`config.mk`:
```
export PLATFORM = sky130hd
export DESIGN_NAME = ff_bank
export DESIGN_NICKNAME = d
export VERILOG_FILES = /design/src/rtl/ff_bank.sv
export SDC_FILE = /design/constraint.sdc
export NUM_CORES = 1
export LEC_CHECK = 0
export BUFFER_PORTS_ARGS = -buffer_cell sky130_fd_sc_hd__buf_4
export CORE_UTILIZATION = 53
export DETAILED_ROUTE_END_ITERATION = 7
export MAX_ROUTING_LAYER = met4
export PLACE_DENSITY = 0.95
export REMOVE_ABC_BUFFERS = 1
export SLEW_MARGIN = 20
export SYNTH_ARGS = -nofsm -noshare
export SYNTH_HDL_FRONTEND = slang
export SYNTH_SLANG_ARGS = --single-unit
```
`constraint.sdc`:
```
create_clock -name clk -period 3.13 [get_ports clk]
set_clock_uncertainty 0.15 [all_clocks]
set_input_delay 0 -clock clk [delete_from_list [all_inputs] [get_ports clk]]
set_output_delay 0 -clock clk [all_outputs]
set_load 0.03 [all_outputs]
```
`src/rtl/ff_bank.sv`:
```
// ---------------------------------------------------------------------------
// ff_bank -- bank of WIDTH configurable flip-flops (D / T / JK / SR).
//
// All state updates happen on the FALLING edge of clk. The reset is synchronous
// and active-high.
//
// Update priority on each falling edge:
//   rst > CLR > SET > (en ? mode operation : hold)
//
// Parameters
//   WIDTH          number of flip-flop bits (1..32)
//   SR_BOTH_POLICY action for SR-mode bits that see S=R=1:
//                  0 hold, 1 set, 2 reset, 3 toggle
//
// Ports
//   clk          in   clock; state updates on the falling edge
//   rst          in   synchronous reset, active-high
//   CLR          in   synchronous clear-all, active-high
//   SET          in   synchronous set-all, active-high
//   en           in   enable for the mode operation
//   mode         in   2'b00 D, 2'b01 T, 2'b10 JK, 2'b11 SR
//   a            in   D / T / J / S, one bit per flip-flop
//   b            in   K / R, one bit per flip-flop (unused in D and T modes)
//   clr_sts      in   clears the conflict status
//   Q            out  registered state
//   Qn           out  bitwise complement of Q
//   changed      out  1 for the cycle after an edge that altered Q
//   conflict     out  sticky: SR mode saw S=R=1 on some bit while enabled
//   conflict_cnt out  saturating count of conflicting edges
//
// Optional feature
//   FF_BANK_CONFLICT_CNT_EN  when defined, conflict_cnt is a saturating 8-bit
//                            counter; when undefined, conflict_cnt is tied to
//                            zero and no counter register exists.
// ---------------------------------------------------------------------------
module ff_bank #(
    parameter int unsigned WIDTH          = 8,
    parameter int unsigned SR_BOTH_POLICY = 0
) (
    input  logic             clk,
    input  logic             rst,
    input  logic             CLR,
    input  logic             SET,
    input  logic             en,
    input  logic [1:0]       mode,
    input  logic [WIDTH-1:0] a,
    input  logic [WIDTH-1:0] b,
    input  logic             clr_sts,
    output logic [WIDTH-1:0] Q,
    output logic [WIDTH-1:0] Qn,
    output logic             changed,
    output logic             conflict,
    output logic [7:0]       conflict_cnt
);

    localparam logic [1:0] MODE_D  = 2'b00;
    localparam logic [1:0] MODE_T  = 2'b01;
    localparam logic [1:0] MODE_JK = 2'b10;
    localparam logic [1:0] MODE_SR = 2'b11;

    localparam logic [7:0] CNT_MAX = 8'hFF;

    // JK: J alone sets, K alone resets, both toggle, neither holds.
    function automatic logic [WIDTH-1:0] jk_op(
        input logic [WIDTH-1:0] q,
        input logic [WIDTH-1:0] j,
        input logic [WIDTH-1:0] k
    );
        jk_op = (j & ~q) | (~k & q);
    endfunction

    // SR: S alone sets, R alone resets, neither holds. Bits with S=R=1 start
    // from their held value and are then adjusted by SR_BOTH_POLICY, so every
    // bit always resolves to a defined 0 or 1.
    function automatic logic [WIDTH-1:0] sr_op(
        input logic [WIDTH-1:0] q,
        input logic [WIDTH-1:0] s,
        input logic [WIDTH-1:0] r
    );
        logic [WIDTH-1:0] both;
        logic [WIDTH-1:0] res;
        both = s & r;
        res  = (q | (s & ~r)) & ~(r & ~s);
        case (SR_BOTH_POLICY)
            1:       res = res | both;
            2:       res = res & ~both;
            3:       res = res ^ both;
            default: res = res;
        endcase
        return res;
    endfunction

    logic [WIDTH-1:0] r_q;
    logic             r_changed;
    logic             r_conflict;

    logic [WIDTH-1:0] w_mode_q;
    logic [WIDTH-1:0] w_q_next;
    logic             w_conflict_hit;

    // Result of the selected mode operation, before CLR/SET/en priority.
    always_comb begin
        w_mode_q = r_q;
        case (mode)
            MODE_D:  w_mode_q = a;
            MODE_T:  w_mode_q = r_q ^ a;
            MODE_JK: w_mode_q = jk_op(r_q, a, b);
            MODE_SR: w_mode_q = sr_op(r_q, a, b);
            default: w_mode_q = r_q;
        endcase
    end

    // Next state with CLR/SET/en priority; rst is applied in the register.
    always_comb begin
        w_q_next = r_q;
        if (CLR) begin
            w_q_next = '0;
        end else if (SET) begin
            w_q_next = '1;
        end else if (en) begin
            w_q_next = w_mode_q;
        end
    end

    // A conflict needs the SR operation to actually be the one applied, so
    // CLR or SET on the same edge masks it. The count is per edge, not per bit.
    assign w_conflict_hit = en && (mode == MODE_SR) && !CLR && !SET && (|(a & b));

    always_ff @(negedge clk) begin
        if (rst) begin
            r_q       <= '0;
            r_changed <= 1'b0;
        end else begin
            r_q       <= w_q_next;
            r_changed <= (w_q_next != r_q);
        end
    end

    // A new conflict on the same edge as clr_sts wins over the clear.
    always_ff @(negedge clk) begin
        if (rst) begin
            r_conflict <= 1'b0;
        end else if (w_conflict_hit) begin
            r_conflict <= 1'b1;
        end else if (clr_sts) begin
            r_conflict <= 1'b0;
        end
    end

`ifdef FF_BANK_CONFLICT_CNT_EN
    logic [7:0] r_conflict_cnt;

    // Same-edge clear and conflict restarts the count at one.
    always_ff @(negedge clk) begin
        if (rst) begin
            r_conflict_cnt <= 8'd0;
        end else if (w_conflict_hit) begin
            if (clr_sts) begin
                r_conflict_cnt <= 8'd1;
            end else if (r_conflict_cnt != CNT_MAX) begin
                r_conflict_cnt <= r_conflict_cnt + 8'd1;
            end
        end else if (clr_sts) begin
            r_conflict_cnt <= 8'd0;
        end
    end

    assign conflict_cnt = r_conflict_cnt;
`else
    assign conflict_cnt = 8'd0;
`endif

    assign Q        = r_q;
    assign Qn       = ~r_q;
    assign changed  = r_changed;
    assign conflict = r_conflict;

endmodule

```
**Word-level counts from Yosys, hierarchy flattened**

Index checks and enable logic that the tools add are counted.

- Bits of input ports: 24
- Output and inout bits: 26
- Logic and storage cells: 35
- Register bits: 10

- Reduce and logical (&&, ||, !) cells: 9
- Eq/ne operators: 4
- Bitwise logic cells: 13
- Mux-type cells: 6

Operators by type and width:

| kind | number |
|---|---|
| 8-bit AND | 6 |
| 8-bit NOT | 4 |
| 8-bit case mux with 4 select lines | 1 |
| 8-bit two-way mux | 3 |
| 8-bit bitwise OR | 2 |
| 8-bit inequality test | 1 |
| 8-bit OR reduction | 1 |
| 8-bit bitwise XOR | 1 |
| 2-bit equality test, second input constant | 2 |
| 1-bit logical AND | 4 |
| 2-bit by 1-bit equality test with 1-bit output, second input constant | 1 |
| 1-bit logical NOT | 2 |
| 2-bit logical NOT | 1 |
| 1-bit two-way mux | 2 |
| 2-bit nonzero test | 1 |

**Depth between registers and ports, before layout**

- Word-level depth: 9
- Depth in mapped cells: 9

==> metrics.md <==
| Metric | Value |
|---|---|
| Clock power share | 31.1% |
| GRT overflow | 0 |
| Psw | 0.2379 mW |
| Critical path arrival | 2.73 ns |
| Final WL | 3656 um |
| TritonCTS buffer count | 3 |
| EDFF count, synth | 0 |
| Setup WS pre-CTS | -0.02481 ns |
| I/O pin cnt | 50 |
| Design area | 1615 um2 |
| Worst Reg2Reg Path Length in Cells | 6 |
| Top FF cell, synth | dfxtp_1 |
| Critical R2R Capture | changed |
| Initial drt markers | 115 |
| R2r setup slk | 1.26 ns |
| Later-pin clock latency in the skew report | 0.37 ns |
| Port Buf Inserts | 41 |
| Worst R2R Start | Q[1] |
| Nets@finish | 257 |
| Yosys warns | 0 |
| Status | complete, no violations |
| # setup viols final | 0 |
| Clk sinks | 10 |
| Hold_buf cts | 0 |
| Die width | 51.62 um |
| Vias per cell | 6.196 |
| Setup CP Type | flop to output pin |
| Ys async rst share | 0% |
| First-pass GRT wire length | 5747 um |
| Peak VDD IR | 0.2837 mV |
| Avg Cell Area, Syn | 7.016 um2 |
| Starting Density | 57.34% |
| CP endpoint kind | output pin |
| Via Count | 1611 |
| Min-delay src | conflict |
| Logic pwr share | 40.6% |
| Root Driver | clkbuf_4 |
| DRC | 0 |
| Worst hold slack | 0.3261 ns |
| Power Total | 0.5230 mW |
| Largest net degree at the start of global routing | 27 |
| Initial antenna violation count | 0 |
| Commonest cells in the netlist | a21oi_1 (16), nand2_1 (16), nor2_1 (14) |
| RSZ-0062 raised after global routing | no |
| Hold Crit Class | flop to flop |
| CTS resizes | 0 |
| Die Height | 51.62 um |
| Core area | 2276 um2 |
| Routed WL per cell | 14.06 um |
| Worst Hold End | conflict |
| Startpoint Class | flop |
| Antenna Violating Nets Remaining | 0 |
| Post-CTS setup buffers | 0 |
| Pint | 0.2851 mW |
| WHS Path Cells | 2 |
| Number of fill cells | 196 |
| Std-Cell Rows | 17 |
| Count of pins over their slew limit | 0 |
| Synth top area share | 15.34% |
| Cells after synthesis | 186 |
| Post-synthesis cell area | 1305 um2 |
| Max-Cap Viols | 0 |
| Pre-antenna DRT Iters | 5 |
| Sequential share of the synthesized area | 15.34% |
| Top area cells in the synthesized netlist | dfxtp_1 (15%), a21oi_1 (6.1%), buf_4 (5.8%) |
| CTS tree | done |
| Seq pwr share | 28.3% |
| Switching share of total power | 45.49% |
| GRT Overall Usage | 29.18% |
| Vias in the first global route | 1298 |
| Clock transition at path regs | 0.07 ns |
| Worst setup margin | 0.2474 ns |
| Leading area contributor after synthesis | dfxtp_1 |
| Final hold violation count | 0 |
| Die ar. | 2665 um2 |
| Bufs on Longest Clock Path | 2 |
| Detailed placement HPWL | 2597 um |
| Yosys cell types | 47 |
| FF+latch count, synth | 10 |
| CTS HTree Levels | 1 |
| Crit path max fanout | 6 |
| Gp weighted congestion | 0.9630 |
| Leakage | 0.6830 nW |
| Crit path required time | 2.98 ns |
| Power density cells | 323.8 nW/um2 |
| Layout cell share with drive strength beyond 1 | 26.29% |
| Area grow syn2layout | 23.78% |
| Final core area utilization | 70.97% |
| ANT cells | 0 |
| Placed inst area | 1554 um2 |
-- worst max-delay path, stage by stage (launching register included) --
cell	delay [ns]
dfxtp_1	0.43
inv_1	0.16
buf_4	0.20
-- cells by family (layout without fill, tap and decap cells) --
family / Yosys count / in the layout / synth area share (%)
AOI/OAI and AO/OA: 71 / 71 / 37.49
and+or+nand+nor: 64 / 64 / 25.12
other: 1 / 8 / 0.2874
buffers and inverters: 35 / 74 / 17.26
xor gates and xnor gates: 3 / 3 / 2.014
DFF: 10 / 10 / 15.34
muxes: 2 / 2 / 2.493
-- cell type report --
type | instances | area (um2) | share of cell area, %
flip-flops and latches | 10 | 200.2 | 12.39
multi-input cells | 148 | 905.9 | 56.08
clock inverters | 11 | 42.54 | 2.634
well taps | 28 | 35.03 | 2.169
inverters | 11 | 41.29 | 2.556
clock buffers | 3 | 22.52 | 1.394
repair buffers | 49 | 367.9 | 22.77
-- registers in the layout, indices dropped and copies added (netlist names) --
| signal | count |
|---|---|
| Q | 8 |
| conflict | 1 |
| changed | 1 |
-- layer usage --
| layer | global-route usage (%) | up-vias | part of all wire [%] |
|---|---|---|---|
| met2 | 41.99 | 118 | 46 |
| li1 | - | 766 | - |
| met1 | 38.30 | 710 | 41 |
| met3 | 7.018 | 17 | 10 |
| met4 | 13.51 | 0 | 2.4 |
| met5 | - | - | 0 |
-- worst max-delay path by stage --
stage,startpoint,endpoint,cells past startpoint
floorplan,mode[0],changed,5
detailed placement,mode[1],changed,7
finish,Q[3],Qn[3],2
CTS,Q[2],Qn[2],2
global route,mode[1],changed,7
global placement,mode[1],changed,7
-- cell usage in the layout (no fill, tap or decap), types with 2 or more instances in the layout --
master and instances:
o21ai_1 2, buf_4 49, o21ai_0 10, xnor2_1 3
nor4_1 3, nand2_1 16, a221oi_1 3, o31a_1 7
a22oi_1 4, nand2b_1 2, a31oi_1 6, a21boi_0 5
dfxtp_1 10, a211oi_1 6, a21oi_1 16, or2_2 2
clkbuf_4 3, nor3_1 2, o221ai_1 3, a41oi_1 2
conb_1 8, nor2_1 14, nand3b_1 3, nand3_1 9
nand4_1 3, nor2b_1 4, inv_1 20
-- power by group through the flow --
stage / clock (mW) / sequential (mW) / combinational, mW
CTS: 0.166 / 0.147 / 0.209
global placement: 0.0216 / 0.149 / 0.205
detailed placement: 0.0216 / 0.149 / 0.208
floorplan: 0.0216 / 0.161 / 0.101
finish: 0.163 / 0.148 / 0.212
global route: 0.186 / 0.148 / 0.228
-- metrics by stage --
stage	instances	setup TNS, ns
3_3_place_gp	247	-0.01972
4_1_cts	260	0
5_1_grt	260	0
3_5_place_dp	247	-0.02481
6_report	260	0
2_1_floorplan	170	0
Power figures use the tool's default switching activity.
